==> config.mk <==
export PLATFORM = sky130hd
export DESIGN_NAME = glitch_response_monitor
export DESIGN_NICKNAME = d
export VERILOG_FILES = /design/src/rtl/glitch_response_monitor_pkg.sv /design/src/rtl/glitch_response_monitor_uart_rx.sv /design/src/rtl/glitch_response_monitor.sv
export SDC_FILE = /design/constraint.sdc
export NUM_CORES = 1
export LEC_CHECK = 0
export ABC_AREA = 1
export CAP_MARGIN = 20
export CORE_MARGIN = 5
export CORE_UTILIZATION = 50
export DETAILED_ROUTE_END_ITERATION = 8
export GPL_ROUTABILITY_DRIVEN = 0
export PLACE_DENSITY = 0.83
export SLEW_MARGIN = 20
export SYNTH_ARGS = -nofsm -noshare
export SYNTH_HDL_FRONTEND = slang
export SYNTH_SLANG_ARGS = --single-unit
==> constraint.sdc <==
create_clock -name CLK -period 3.2 [get_ports CLK]
set_input_delay 0.48 -clock CLK [delete_from_list [all_inputs] [get_ports CLK]]
set_output_delay 0.48 -clock CLK [all_outputs]
set_load 0.02 [all_outputs]
==> src/rtl/glitch_response_monitor_pkg.sv <==
// Shared definitions for the glitch response monitor and its UART receiver.
// SYS_CLK_HZ is the board clock also used by the glitch controller.
package glitch_response_monitor_pkg;

    localparam int SYS_CLK_HZ = 25000000;

    typedef enum logic [1:0] {
        IDLE,
        COLLECT,
        REPORT
    } mon_state_t;

    typedef enum logic [1:0] {
        RX_IDLE,
        RX_START,
        RX_DATA,
        RX_STOP
    } rx_state_t;

    function automatic int calc_div(input int clk_hz, input int baud);
        return clk_hz / baud;
    endfunction

    function automatic int cnt_width(input int limit);
        return $clog2(limit) + 1;
    endfunction

endpackage

==> src/rtl/glitch_response_monitor_uart_rx.sv <==
// 8N1 UART receiver, LSB first, with a 2-FF input synchronizer.
// state    | meaning
// RX_IDLE  | waiting for a falling edge on the synchronized line
// RX_START | counting to mid start bit, re-check it is still low
// RX_DATA  | sampling 8 data bits every DIV cycles
// RX_STOP  | sampling the stop bit, then pulse valid or framing error
module uart_rx
    import glitch_response_monitor_pkg::*;
#(
    parameter int DIV = 10
) (
    input  logic       CLK,
    input  logic       RST_N,
    input  logic       RX,
    output logic [7:0] BYTE,
    output logic       BYTE_VALID,
    output logic       FRAMING_ERR
);

    localparam int CNT_W = cnt_width(DIV);
    localparam logic [CNT_W-1:0] HALF_LOAD = CNT_W'(DIV / 2 - 1);
    localparam logic [CNT_W-1:0] FULL_LOAD = CNT_W'(DIV - 1);

    rx_state_t        state, state_n;
    logic [CNT_W-1:0] cnt, cnt_n;
    logic [2:0]       bit_idx, bit_idx_n;
    logic [7:0]       shift, shift_n;
    logic [7:0]       byte_n;
    logic             valid_n, ferr_n;
    logic             rx_meta, rx_sync, rx_prev;
    logic             tick;

    // Synchronizer resets low so a line already low at release is not seen as a start edge.
    always_ff @(posedge CLK or negedge RST_N) begin
        if (!RST_N) begin
            rx_meta     <= 1'b0;
            rx_sync     <= 1'b0;
            rx_prev     <= 1'b0;
            state       <= RX_IDLE;
            cnt         <= '0;
            bit_idx     <= '0;
            shift       <= '0;
            BYTE        <= '0;
            BYTE_VALID  <= 1'b0;
            FRAMING_ERR <= 1'b0;
        end else begin
            rx_meta     <= RX;
            rx_sync     <= rx_meta;
            rx_prev     <= rx_sync;
            state       <= state_n;
            cnt         <= cnt_n;
            bit_idx     <= bit_idx_n;
            shift       <= shift_n;
            BYTE        <= byte_n;
            BYTE_VALID  <= valid_n;
            FRAMING_ERR <= ferr_n;
        end
    end

    assign tick = (cnt == '0);

    always_comb begin
        state_n   = state;
        cnt_n     = cnt;
        bit_idx_n = bit_idx;
        shift_n   = shift;
        byte_n    = BYTE;
        valid_n   = 1'b0;
        ferr_n    = 1'b0;
        case (state)
            RX_IDLE: begin
                if (rx_prev && !rx_sync) begin
                    state_n = RX_START;
                    cnt_n   = HALF_LOAD;
                end
            end
            RX_START: begin
                if (!tick) begin
                    cnt_n = cnt - 1'b1;
                end else if (rx_sync) begin
                    state_n = RX_IDLE;
                end else begin
                    state_n   = RX_DATA;
                    cnt_n     = FULL_LOAD;
                    bit_idx_n = '0;
                end
            end
            RX_DATA: begin
                if (!tick) begin
                    cnt_n = cnt - 1'b1;
                end else begin
                    shift_n = {rx_sync, shift[7:1]};
                    cnt_n   = FULL_LOAD;
                    if (bit_idx == 3'd7) state_n = RX_STOP;
                    else                 bit_idx_n = bit_idx + 1'b1;
                end
            end
            RX_STOP: begin
                if (!tick) begin
                    cnt_n = cnt - 1'b1;
                end else begin
                    state_n = RX_IDLE;
                    if (rx_sync) begin
                        valid_n = 1'b1;
                        byte_n  = shift;
                    end else begin
                        ferr_n = 1'b1;
                    end
                end
            end
            default: state_n = RX_IDLE;
        endcase
    end

endmodule

==> src/rtl/glitch_response_monitor.sv <==
// Collects the target's ciphertext frame over UART and reports clean, faulted or no response.
// state   | meaning
// IDLE    | waiting for ARM, received bytes are not compared
// COLLECT | comparing bytes against EXPECT, running the silence timer
// REPORT  | one-cycle DONE with FAULT/TIMEOUT valid
module glitch_response_monitor
    import glitch_response_monitor_pkg::*;
#(
    parameter int CLK_HZ         = SYS_CLK_HZ,
    parameter int BAUD           = 9600,
    parameter int FRAME_BYTES    = 16,
    parameter int TIMEOUT_CYCLES = CLK_HZ / 10
) (
    input  logic                     CLK,
    input  logic                     RST_N,
    input  logic                     RX,
    input  logic                     ARM,
    input  logic [8*FRAME_BYTES-1:0] EXPECT,
    output logic                     BYTE_VALID,
    output logic [7:0]               BYTE,
    output logic                     FRAMING_ERR,
    output logic                     DONE,
    output logic                     FAULT,
    output logic                     TIMEOUT
);

    localparam int DIV   = calc_div(CLK_HZ, BAUD);
    localparam int IDX_W = cnt_width(FRAME_BYTES);
    localparam int TMR_W = cnt_width(TIMEOUT_CYCLES);

    mon_state_t       state, state_n;
    logic [IDX_W-1:0] idx, idx_n;
    logic [TMR_W-1:0] timer, timer_n, timer_inc;
    logic             mismatch, mismatch_n, mismatch_acc;
    logic             fault_n, timeout_n;
    logic [7:0]       exp_byte;
    logic             rx_event, last_slot;

    uart_rx #(.DIV(DIV)) u_uart_rx (
        .CLK         (CLK),
        .RST_N       (RST_N),
        .RX          (RX),
        .BYTE        (BYTE),
        .BYTE_VALID  (BYTE_VALID),
        .FRAMING_ERR (FRAMING_ERR)
    );

    always_ff @(posedge CLK or negedge RST_N) begin
        if (!RST_N) begin
            state    <= IDLE;
            idx      <= '0;
            timer    <= '0;
            mismatch <= 1'b0;
            FAULT    <= 1'b0;
            TIMEOUT  <= 1'b0;
        end else begin
            state    <= state_n;
            idx      <= idx_n;
            timer    <= timer_n;
            mismatch <= mismatch_n;
            FAULT    <= fault_n;
            TIMEOUT  <= timeout_n;
        end
    end

    always_comb begin
        exp_byte = '0;
        for (int i = 0; i < FRAME_BYTES; i++) begin
            if (idx == IDX_W'(i)) exp_byte = EXPECT[8*i +: 8];
        end
    end

    assign rx_event     = BYTE_VALID | FRAMING_ERR;
    assign last_slot    = (idx == IDX_W'(FRAME_BYTES - 1));
    assign timer_inc    = timer + 1'b1;
    assign mismatch_acc = mismatch | FRAMING_ERR | (BYTE_VALID & (BYTE != exp_byte));

    // Priority inside COLLECT: ARM, then a byte event, then the silence timer.
    always_comb begin
        state_n    = state;
        idx_n      = idx;
        timer_n    = timer;
        mismatch_n = mismatch;
        fault_n    = FAULT;
        timeout_n  = TIMEOUT;
        DONE       = 1'b0;
        case (state)
            IDLE: begin
                if (ARM) state_n = COLLECT;
            end
            COLLECT: begin
                if (ARM) begin
                    state_n = COLLECT;
                end else if (rx_event) begin
                    mismatch_n = mismatch_acc;
                    idx_n      = idx + 1'b1;
                    timer_n    = '0;
                    if (last_slot) begin
                        state_n = REPORT;
                        fault_n = mismatch_acc;
                    end
                end else if (timer_inc == TMR_W'(TIMEOUT_CYCLES)) begin
                    state_n   = REPORT;
                    timeout_n = 1'b1;
                    fault_n   = 1'b0;
                end else begin
                    timer_n = timer_inc;
                end
            end
            REPORT: begin
                DONE    = 1'b1;
                state_n = ARM ? COLLECT : IDLE;
            end
            default: state_n = IDLE;
        endcase
        if (ARM) begin
            idx_n      = '0;
            timer_n    = '0;
            mismatch_n = 1'b0;
            fault_n    = 1'b0;
            timeout_n  = 1'b0;
        end
    end

endmodule

# --- Word-level counts from Yosys, hierarchy flattened ---
# Cells that the tools add are included.
classes:
  addsub: 4
  eq_ne: 38
  n_mux: 67
  n_bitwise: 4
  reduce_logical: 21
op_table:
  columns: ["op", "n"]
  rows:
  - ["8-bit two-way mux", 16]
  - ["23-bit two-way mux", 4]
  - ["13-bit two-way mux", 5]
  - ["13-bit one-hot mux with 4 select lines", 1]
  - ["5-bit by 4-bit == test with 1-bit output, second input constant", 8]
  - ["23-bit by 1-bit adder with 23-bit output, second input constant", 1]
  - ["23-bit by 22-bit == test with 1-bit output, second input constant", 1]
  - ["2-bit two-way mux", 11]
  - ["5-bit by 3-bit == test with 1-bit output, second input constant", 4]
  - ["1-bit two-way mux", 20]
  - ["5-bit two-way mux", 3]
  - ["3-bit AND reduction", 5]
  - ["13-bit zero test", 1]
  - ["13-bit by 1-bit subtractor with 13-bit output, second input constant", 1]
  - ["3-bit two-way mux", 4]
  - ["5-bit by 2-bit == test with 1-bit output, second input constant", 2]
  - ["2-bit by 1-bit inequality test with 1-bit output, second input constant", 5]
  - ["2-bit inequality test, second input constant", 5]
  - ["5-bit AND reduction", 2]
  - ["4-bit inequality test, second input constant", 2]
  - ["8-bit inequality test", 1]
  - ["2-bit one-hot mux with 4 select lines", 1]
  - ["2-bit nonzero test", 4]
  - ["2-bit == test, second input constant", 3]
  - ["other kinds (17)", 24]
totals:
  reg_bits: 72
  inputBits: 132
  out_inout_bits: 13
  word_cells: 150

# --- Longest topological paths before layout ---
# Gate-level depths: netlist of the first run.
depth:
  depth_word: 24
  depth_mapped: 32

# --- Modules after synthesis ---
# A second synthesis of the first run with hierarchy kept.
unflattened:
  cells_unflattened: 922
  area_unflattened_um2: 5876.9
modules_own_cells:
  columns: ["mod", "instances", "cells_per_inst", "area_each_um2", "seq_area_each_um2"]
  rows:
  - ["glitch_response_monitor", 1, 671, 3853.7, 825.8]
  - ["uart_rx", 1, 251, 2023.2, 975.9]

# --- Worst setup path before layout of the first run ---
# OpenSTA, ideal clock, no wires.
synth_timing:
  path_type: "flip-flop to flip-flop"
  startpoint: "reg timer[0]"
  endpoint: "reg timer[8]"
  arrival_ns: 2.717
  slack_ns: 0.399
  stages_incl_launch_ff: 19
  n_path_buf: 1
  period_less_slack_ns: 2.801
  path_cell_list: "dfrtp_1 ha_1 nand2_1 nor2_1 nand3_1 nor2_1 nand3_1 inv_2 nand3_1 nor3_1 nand4_1 nor2_1 xnor2_1 nor3b_2 nand4_2 o21ai_2 buf_4 nand2_1 o21ai_0"
synth_via:
  elab_chain_len: 5
  elab_cells_between_ends: 8
  classes_between: "add/sub: 1; eq/ne: 2; mux: 4; reduce/logical: 1"
synth_lines:
  columns: ["element", "line_no", "rtl"]
  rows:
  - ["from (decl)", "glitch_response_monitor.sv:33", "logic [TMR_W-1:0] timer, timer_n, timer_inc;"]
  - ["from (signal assigned)", "glitch_response_monitor.sv:59", "timer <= timer_n;"]
  - ["23-bit by 1-bit adder with 23-bit output (*)", "glitch_response_monitor.sv:75", "assign timer_inc = timer + 1'b1;"]
  - ["parallel branches: the longest is 4 deep, another holds 23-bit by 22-bit == test with 1-bit output", null, null]
# Every way passes the cells marked *. The select of a mux whose other input is x is not followed.
# A chain may end at the register's enable or synchronous reset.

# --- Worst setup path after layout of the first run ---
layout_timing:
  startpoint: "reg timer[0]"
  endpoint: "reg timer[9]"
# Same word-level chain as after synthesis.

==> results of run 1 <==
## registers in the layout, summed over array words and instances (netlist names), named ones only
signal,flops
FAULT,1
TIMEOUT,1
idx,5
mismatch,1
state,2
timer,23
u_uart_rx.BYTE,8
u_uart_rx.BYTE_VALID,1
u_uart_rx.FRAMING_ERR,1
u_uart_rx.bit_idx,3
u_uart_rx.cnt,13
u_uart_rx.rx_meta,1
u_uart_rx.rx_prev,1
u_uart_rx.rx_sync,1
u_uart_rx.shift,8
u_uart_rx.state,1
## layer usage
| layer | up-vias | wire length [microns] |
|---|---|---|
| li1 | 3094 | - |
| met1 | 2843 | 7220 |
| met2 | 207 | 8370 |
| met3 | 27 | 1170 |
| met4 | 0 | 379 |
| met5 | - | 0 |
## area by class of cell
cell class                 instances  share of cell area, %
inverter                         139                   6.81
multi-input combinational        641                   42.9
antenna                            2                 0.0647
tap                              140                   2.27
timing repair buffer             176                   22.1
sequential                        72                   23.4
clock buffer                      10                   1.65
clock inverter                     6                  0.874
## cells by family (layout without fill, tap and decap cells)
group,count (synthesis),in the layout,synth area share [%]
AND/OR/NAND/NOR,492,492,39.0
adder cells (fa/ha/maj),13,13,2.95
other,0,2,0
AO/OA/AOI/OAI,107,107,10.3
XOR/XNOR,29,29,4.60
buffers and inverters,152,331,10.5
flip-flops,72,72,32.7
## power by group through the flow
stage	Combinational [mW]	Sequential, mW	Clock, mW
after detailed placement	0.996	1.10	0
after floorplan	0.620	1.08	0
after global placement	0.973	1.10	0
final	1.04	1.09	0.720
after CTS	1.01	1.08	0.728
after global routing	1.18	1.10	0.773
## cell usage after synthesis (all sizes together), types with 3 or more instances
cell | instances | area share, %
clkinv | 3 | 0.20
xnor2 | 4 | 0.63
nor4 | 3 | 0.61
nand2 | 280 | 19
a21oi | 13 | 1.2
o21ai | 84 | 7.7
clkbuf | 10 | 0.68
inv | 136 | 9.3
nor3 | 11 | 1.0
buf | 3 | 0.36
a31oi | 3 | 0.34
nor2 | 59 | 4.2
nor3b | 3 | 0.50
or2 | 18 | 2.0
nand3 | 102 | 9.4
nand4 | 10 | 1.2
nand3b | 5 | 0.68
ha | 13 | 2.9
dfrtp | 72 | 33
xor2 | 25 | 4.0
## worst max-delay path, cell delays in order (launching register included)
cell and delay (ps):
dfrtp_1 430, ha_4 170, nand2_1 60, nor2_2 150, nand3_2 120, nor2_4 140, nand3_2 90, inv_2 110
nand3_4 90, nor3_4 200, nand4_1 150, nor2_1 150, xnor2_1 150, nor3b_2 220, nand4_2 130, o21ai_2 210
clkbuf_4 220, nand2_1 70, o21ai_0 90
## worst paths after layout
check / cells past startpoint / to / slack, ps
worst max-delay path: 18 / timer[9]$_DFFE_PN0P_ / 140
worst min-delay path: 1 / u_uart_rx.cnt[10]$_DFFE_PN0P_ / 170
worst max register to register: 18 / timer[9]$_DFFE_PN0P_ / 140
worst min register to register: 0 / u_uart_rx.rx_sync$_DFF_PN0_ / 360
max in group asynchronous: 2 / idx[0]$_DFFE_PN0P_ / 2350
min in group CLK: 0 / u_uart_rx.rx_sync$_DFF_PN0_ / 360
## per-stage QoR
| stage | instance area, sq um | hold slack (ps) |
|---|---|---|
| 2_1_floorplan | 5520 | 184 |
| 3_3_place_gp | 7210 | 333 |
| 3_5_place_dp | 7210 | 342 |
| 4_1_cts | 7410 | 187 |
| 5_1_grt | 7730 | 219 |
| 6_report | 7730 | 168 |
## what timing repair did
action | 4_1_cts | 5_1_grt
buffers inserted | 0 | 16
setup endpoints to repair | 15 | 28
gates cloned | 0 | 1
pin swaps | 0 | 15
resized for setup | 1 | 53
==> flow_summary.json, run 1 <==
{
  "synth_area_sq_um": 5520,
  "cts_tree": "built",
  "finClkSkew_ps": 10.1,
  "dr.pass1.iters": 6,
  "yosysUniqueCellTypes": 37,
  "run_status": "complete, no violations",
  "ant_nets": 0,
  "finalSetupViolCount": 0,
  "final_util_pct": 71.3,
  "post-route-period-util_pct": 95.5,
  "worstMarginPinSlew_ps": 706,
  "initialDrtViolationCount": 485,
  "netSwitchingFraction_pct": 36.7,
  "fin_crit_ps": 3060,
  "powerDensity_nw_per_um2": 368,
  "syn_area_per_cell_sq_um": 6.38,
  "numCtsBuffers": 9,
  "ys.warnings.count": 0,
  "timing.fmax_ghz": 0.327,
  "holdBufCountCts": 0,
  "worstSetupStartpoint": "timer[0]$_DFFE_PN0P_",
  "n_fill_cell": 929,
  "grtUsageMet2_pct": 43.6,
  "placed_cells": 1151,
  "wl_per_cell_microns": 14.5,
  "drv_cap": 0,
  "final_nets": 1184,
  "grt_pass1_vias": 5686,
  "ios": 145,
  "grt_max_degree": 43,
  "p_int_mw": 1.80,
  "die_h_microns": 115,
  "relSlewSlack_pct": 52.9,
  "async_flop_share_pct": 100,
  "start_kind": "flip-flop",
  "die_x_microns": 115,
  "p_switching_mw": 1.04,
  "final_cells": 1186,
  "grt_util_met3_pct": 4.00,
  "path_clk_slew_ps": 80,
  "fin_ws_ps": 143,
  "clkSinkCount": 72,
  "pwr-share-seq_pct": 38.3,
  "use_met1_pct": 30.9,
  "path_class": "flip-flop to flip-flop",
  "remaining_drc_errors": 0,
  "wl_microns": 17100,
  "h-tree-depth": 3,
  "ctsLongestPathBuffers": 2,
  "drv_slew": 0,
  "antenna_found_initial": 2,
  "core_area_sq_um": 10800,
  "hold_viol": 0,
  "row_count": 38,
  "final_common_cell": "nand2_1",
  "cp_max_fo": 7,
  "p_leak_nw": 3.64,
  "grt_setup_unrepaired": "yes",
  "critPathRequiredTime_ps": 3460,
  "root_buffer": "clkbuf_8",
  "multi_input_area_sq_um": 3310,
  "grt.total_usage_pct": 24.8,
  "grt_pass1_wl_microns": 26800,
  "end_kind": "flip-flop",
  "drive_gt1_share_pct": 11.2,
  "peakVddDrop_mv": 0.413,
  "die_area_sq_um": 13200,
  "cp.arrival_ps": 3320,
  "seq_area_frac_synth_pct": 32.7,
  "netlist_instances": 865,
  "r2r_start": "timer[0]$_DFFE_PN0P_",
  "start_util_pct": 50.9,
  "most-common-layout-cells": "273 x nand2_1, 143 x clkdlybuf4s50_1, 120 x inv_1",
  "pwr-share-clk_pct": 25.3,
  "vias": 6171,
  "register_area_sq_um": 1810,
  "insertion_delay_ps": 350,
  "total_power_mw": 2.85,
  "syn2layout_area_growth_pct": 40.1,
  "synth_ff_type": "dfrtp_1",
  "place_ws_ps": 33.4,
  "holdCritPathClass": "primary input to async pin",
  "busiest_layer": "met2",
  "port_buffers": 144,
  "ys_ff_latch": 72,
  "hpwl_microns": 13200,
  "synth_edf_count": 0,
  "overflow": 0,
  "via_per_inst": 5.20,
  "power_frac_comb_pct": 36.5,
  "tns_ps": 0,
  "synth_nets": 1010
}
Note: power is estimated with default switching activity, not from simulation.
==> inputs of run 2 (changes only) <==
==> constraint.sdc (replaced) <==
create_clock -name CLK -period 3.05 [get_ports CLK]
set_input_delay 0.4575 -clock CLK [delete_from_list [all_inputs] [get_ports CLK]]
set_output_delay 0.4575 -clock CLK [all_outputs]
set_load 0.02 [all_outputs]
==> run 2 against run 1 <==
The flow now finishes with violations (setup timing). Via count is 3.0% higher. Register-to-register slack got worse by 220 ps. Wire length up 3.5%. First-iteration DRC count grew 21%. Design area rose by 3.2%. Clock-buffer cell count rose by 1. Flip-flop and latch count unchanged. Die area unchanged. Worst setup slack lost 220 ps. Global-route usage grew 0.46 points. Sequential share of layout area is 0.71 points lower. Critical endpoint is now timer[6]$_DFFE_PN0P_. Highest routed layer unchanged.
==> flow_summary.json, run 2 (synthesis gave the netlist of run 1 again) <==
{
  "run_status": "finished, violations left",
  "failed_checks": "setup timing",
  "ios": 145,
  "finalSetupViolCount": 25,
  "cp.arrival_ps": 3390,
  "antenna_found_initial": 2,
  "h-tree-depth": 3,
  "ctsLongestPathBuffers": 2,
  "powerDensity_nw_per_um2": 381,
  "drive_gt1_share_pct": 14.6,
  "placed_cell_area_sq_um": 7290,
  "dr.pass1.iters": 5,
  "initialDrtViolationCount": 586,
  "largest_reg_flops": 23,
  "holdCritPathClass": "primary input to async pin",
  "port_buffers": 144,
  "wl_microns": 17700,
  "timing.fmax_ghz": 0.320,
  "cts_tree": "built",
  "clkSinkCount": 72,
  "placed_cells": 1163,
  "core_area_sq_um": 10800,
  "p_leak_nw": 3.75,
  "die_h_microns": 115,
  "most-common-layout-cells": "269 x nand2_1, 143 x clkdlybuf4s50_1, 117 x inv_1",
  "path_class": "flip-flop to flip-flop",
  "remaining_drc_errors": 0,
  "syn2layout_area_growth_pct": 44.6,
  "p_switching_mw": 1.08,
  "power_frac_comb_pct": 36.4,
  "drv_slew": 0,
  "final_common_cell": "nand2_1",
  "row_count": 38,
  "drv_cap": 0,
  "fin_ws_ps": -73.6,
  "grt_max_degree": 44,
  "stdcell_area_sq_um": 7980,
  "pwr-share-clk_pct": 25.9,
  "grt_setup_unrepaired": "yes",
  "root_buffer": "clkbuf_8",
  "place_ws_ps": -34.8,
  "end_kind": "flip-flop",
  "grt.total_usage_pct": 25.2,
  "insertion_delay_ps": 340,
  "hold_viol": 0,
  "finClkSkew_ps": 11.8,
  "path_clk_slew_ps": 80,
  "relSlewSlack_pct": 55.7,
  "reg_top3": "timer x23, u_uart_rx.cnt x13",
  "critPathRequiredTime_ps": 3310,
  "ant_nets": 0,
  "wl_per_cell_microns": 14.7,
  "start_kind": "flip-flop",
  "via_per_inst": 5.28,
  "final_cells": 1204,
  "pwr-share-seq_pct": 37.7,
  "worstMarginPinSlew_ps": 665,
  "overflow": 0,
  "vias": 6355,
  "post-route-period-util_pct": 102,
  "hpwl_microns": 13200,
  "die_x_microns": 115,
  "netSwitchingFraction_pct": 35.7,
  "grt_pass1_vias": 5806,
  "largest-register": "timer",
  "die_area_sq_um": 13200,
  "p_int_mw": 1.95,
  "numCtsBuffers": 9,
  "cp_max_fo": 8,
  "grt_pass1_wl_microns": 27200,
  "final_nets": 1202,
  "start_util_pct": 50.9,
  "peakVddDrop_mv": 0.421,
  "holdBufCountCts": 0,
  "fin_crit_ps": 3120
}
## run 2: path summary, 6_finish.rpt
path,end,depth (start not counted),startpoint,slack [ps]
setup / recovery,timer[6]$_DFFE_PN0P_,18,timer[0]$_DFFE_PN0P_,-70
hold / removal,u_uart_rx.cnt[7]$_DFFE_PN0P_,1,RST_N,130
setup reg to reg,timer[6]$_DFFE_PN0P_,18,timer[0]$_DFFE_PN0P_,-70
hold reg to reg,u_uart_rx.rx_sync$_DFF_PN0_,0,u_uart_rx.rx_meta$_DFF_PN0_,360
max in group asynchronous,timer[2]$_DFFE_PN0P_,2,RST_N,2230
min in group CLK,u_uart_rx.rx_sync$_DFF_PN0_,0,u_uart_rx.rx_meta$_DFF_PN0_,360
## run 2: per-layer routing
layer  wire length (microns)  up-vias  GRT usage, %
li1                        -     3133             -
met1                    7180     2957          31.7
met2                    8700      216          44.2
met3                    1340       49          4.47
met4                     527        0          7.67
met5                       0        -             0
## run 2: power groups by stage
| stage | clock, mW | sequential, mW | combinational [mW] |
|---|---|---|---|
| 6_report | 0.787 | 1.14 | 1.11 |
| 5_1_grt | 0.849 | 1.16 | 1.25 |
| 4_1_cts | 0.806 | 1.14 | 1.05 |
| 3_5_place_dp | 0 | 1.15 | 1.04 |
| 3_3_place_gp | 0 | 1.15 | 1.02 |
| 2_1_floorplan | 0 | 1.14 | 0.651 |
## run 2: repair_timing
item,in CTS,in global routing
endpoints found under the hold margin,0,0
pin swaps,3,24
buffers inserted,2,18
cloned,0,3
setup endpoints to repair,24,28
resized for setup,8,76
## run 2: final cells by class
| cell class | count | area [sq um] |
|---|---|---|
| multi-input cells | 642 | 3410 |
| fillers | 853 | 2870 |
| repair buffers | 193 | 1840 |
| flip-flops and latches | 72 | 1810 |
| inverters | 139 | 529 |
| well taps | 140 | 175 |
| clock buffers | 11 | 151 |
| clock inverters | 5 | 62.6 |
| diodes | 2 | 5.00 |
## run 2: metrics by stage
step                      total power, mW  hold slack (ps)  setup TNS, ps  utilization [%]
after global placement               2.17              334              0             67.2
after detailed placement             2.20              343           -154             67.2
after global routing                 3.25              180          -7070             73.6
final                                3.04              134           -943             73.6
after CTS                            3.00              151              0             69.6
after floorplan                      1.79              162              0                -
## run 2: critical path: stages (launching register included)
cell,delay [ps]
dfrtp_2,420
ha_4,170
nand2_1,60
nor2_2,140
nand3_2,140
nor2_4,150
nand3_2,80
inv_2,90
nand3_2,90
nor3_2,230
nand4_1,150
nor2_1,170
xnor2_1,150
nor3b_2,210
nand4_2,180
o21ai_4,270
buf_6,180
nand2_1,60
o21ai_1,90
==> inputs of run 3 (changes only) <==
--- a/config.mk
+++ b/config.mk
@@ -7,7 +7,7 @@
 export LEC_CHECK = 0
 export ABC_AREA = 1
 export CAP_MARGIN = 20
-export CORE_MARGIN = 5
+export CORE_MARGIN = 2
 export CORE_UTILIZATION = 50
 export DETAILED_ROUTE_END_ITERATION = 8
 export GPL_ROUTABILITY_DRIVEN = 0
==> run 3 against run 2 <==
Via count down 3.4%. Fmax down 0.44%. Design area down 0.31%. Power down 2.3%. The run still ends with setup timing left. Largest power group unchanged. Sequential share of layout area about the same. Critical path depth up 1. Critical path type unchanged. Largest cell class unchanged. Combinational power about the same. Clock-buffer cell count down 2. First-iteration DRC count down 28%. Core utilization up 0.092 points.
==> flow_summary.json, run 3 (synthesis gave the netlist of run 1 again) <==
{
  "run_status": "finished, violations left",
  "failed_checks": "setup timing",
  "reg_top3": "timer x23, u_uart_rx.cnt x13",
  "cts_tree": "built",
  "relSlewSlack_pct": 39.3,
  "core_area_sq_um": 10800,
  "antenna_found_initial": 1,
  "drive_gt1_share_pct": 13.9,
  "fin_ws_ps": -87.3,
  "start_kind": "flip-flop",
  "final_common_cell": "nand2_1",
  "ant_nets": 0,
  "wl_microns": 16900,
  "remaining_drc_errors": 0,
  "path_clk_slew_ps": 90,
  "cp.arrival_ps": 3420,
  "finalSetupViolCount": 24,
  "overflow": 0,
  "end_kind": "flip-flop",
  "via_per_inst": 5.15,
  "vias": 6138,
  "grt_max_degree": 73,
  "drv_cap": 0,
  "largest_reg_flops": 23,
  "dr.pass1.iters": 5,
  "drv_slew": 0,
  "powerDensity_nw_per_um2": 373,
  "post-route-period-util_pct": 103,
  "initialDrtViolationCount": 421,
  "worstMarginPinSlew_ps": 911,
  "insertion_delay_ps": 360,
  "start_util_pct": 51.1,
  "clkSinkCount": 72,
  "grt_pass1_wl_microns": 25600,
  "n_fill_cell": 875,
  "row_count": 38,
  "place_ws_ps": -14.9,
  "p_leak_nw": 3.83,
  "hold_viol": 0,
  "largest-register": "timer",
  "critPathRequiredTime_ps": 3330,
  "grt_setup_unrepaired": "yes",
  "wl_per_cell_microns": 14.2,
  "path_class": "flip-flop to flip-flop",
  "timing.fmax_ghz": 0.319,
  "numCtsBuffers": 9,
  "ios": 145,
  "fin_crit_ps": 3140,
  "holdBufCountCts": 0,
  "most-common-layout-cells": "262 x nand2_1, 143 x clkdlybuf4s50_1, 121 x inv_1",
  "syn2layout_area_growth_pct": 44.1,
  "peakVddDrop_mv": 0.528,
  "ctsLongestPathBuffers": 2,
  "die_area_sq_um": 11900,
  "root_buffer": "clkbuf_8",
  "grt.total_usage_pct": 27.2,
  "grt_pass1_vias": 5679,
  "port_buffers": 144,
  "final_nets": 1192,
  "die_x_microns": 109,
  "h-tree-depth": 3,
  "stdcell_area_sq_um": 7950,
  "die_h_microns": 109,
  "finClkSkew_ps": 13.3,
  "cp_max_fo": 12,
  "hpwl_microns": 12500,
  "holdCritPathClass": "primary input to async pin",
  "placed_cell_area_sq_um": 7310
}
## run 3: cell types whose count changed in the layout (fill, tap and decap cells not counted), moves of 4 or more
cell and change:
nand2_1 -7, nand2_4 +7, buf_4 -6, buf_6 -6
o21ai_2 +6, o21ai_1 -5, inv_1 +4, nor2_1 +4
nor2_2 -4
## run 3: power by group
part           switching [mW]  internal [mW]  leakage, nW  total [mW]
clock network           0.397          0.309       0.0848       0.705
registers              0.0868           1.05        0.974        1.14
logic                   0.641          0.482         2.77        1.12
## run 3: area by class of cell
| class | count | area (sq um) | area share [%] |
|---|---|---|---|
| multi-input combinational | 641 | 3450 | 43.4 |
| timing repair buffer | 184 | 1810 | 22.7 |
| sequential | 72 | 1800 | 22.7 |
| inverter | 139 | 527 | 6.63 |
| tap | 140 | 175 | 2.20 |
| clock buffer | 9 | 124 | 1.56 |
| clock inverter | 7 | 60.1 | 0.755 |
| antenna | 1 | 2.50 | 0.0315 |
## run 3: final timing paths
check | from | to | slack, ps | depth (start not counted)
max | timer[0]$_DFFE_PN0P_ | timer[22]$_DFFE_PN0P_ | -90 | 19
min in group CLK | u_uart_rx.rx_meta$_DFF_PN0_ | u_uart_rx.rx_sync$_DFF_PN0_ | 370 | 0
min | RST_N | u_uart_rx.shift[5]$_DFFE_PN0P_ | 310 | 2
max reg2reg | timer[0]$_DFFE_PN0P_ | timer[22]$_DFFE_PN0P_ | -90 | 19
min reg2reg | u_uart_rx.rx_meta$_DFF_PN0_ | u_uart_rx.rx_sync$_DFF_PN0_ | 370 | 0
max in group asynchronous | RST_N | timer[2]$_DFFE_PN0P_ | 2090 | 2
## run 3: timing repair
item | in CTS | in global routing
setup endpoints to repair | 18 | 28
gates cloned | 0 | 2
setup buffers | 0 | 10
pin swaps | 0 | 3
gates resized for setup | 1 | 86
## run 3: through the flow
stage / hold slack (ps) / TNS, ps / util (%) / std cells / power, mW
finish: 312 / -1300 / 73.7 / 1193 / 2.97
detailed placement: 346 / -15.0 / 67.7 / 1164 / 2.21
global placement: 348 / 0 / 67.7 / 1164 / 2.18
floorplan: 162 / 0 / - / 865 / 1.79
global route: 373 / -6480 / 73.7 / 1193 / 3.18
CTS: 330 / 0 / 69.4 / 1180 / 2.92
## run 3: routing by layer
layer	vias to the layer above	track usage, %	wire length [microns]
li1	3120	-	-
met1	2776	32.5	7050
met2	200	47.5	8080
met3	42	5.86	1250
met4	0	10.8	561
met5	-	0	0
## run 3: critical path, cell delays in order (launching register included)
cell and delay, ps:
dfrtp_1 380, buf_6 110, inv_1 40, nor2_2 140, nand3_2 130, nor2_4 130, nand2_2 90, nor2_4 110
nand3_2 90, nor4_4 210, nand3_2 160, nor2_4 120, nand3_1 80, xor2_1 180, nor3b_2 220, nand4_2 200
o21ai_4 320, clkbuf_16 230, nand2_1 60, o21ai_1 70
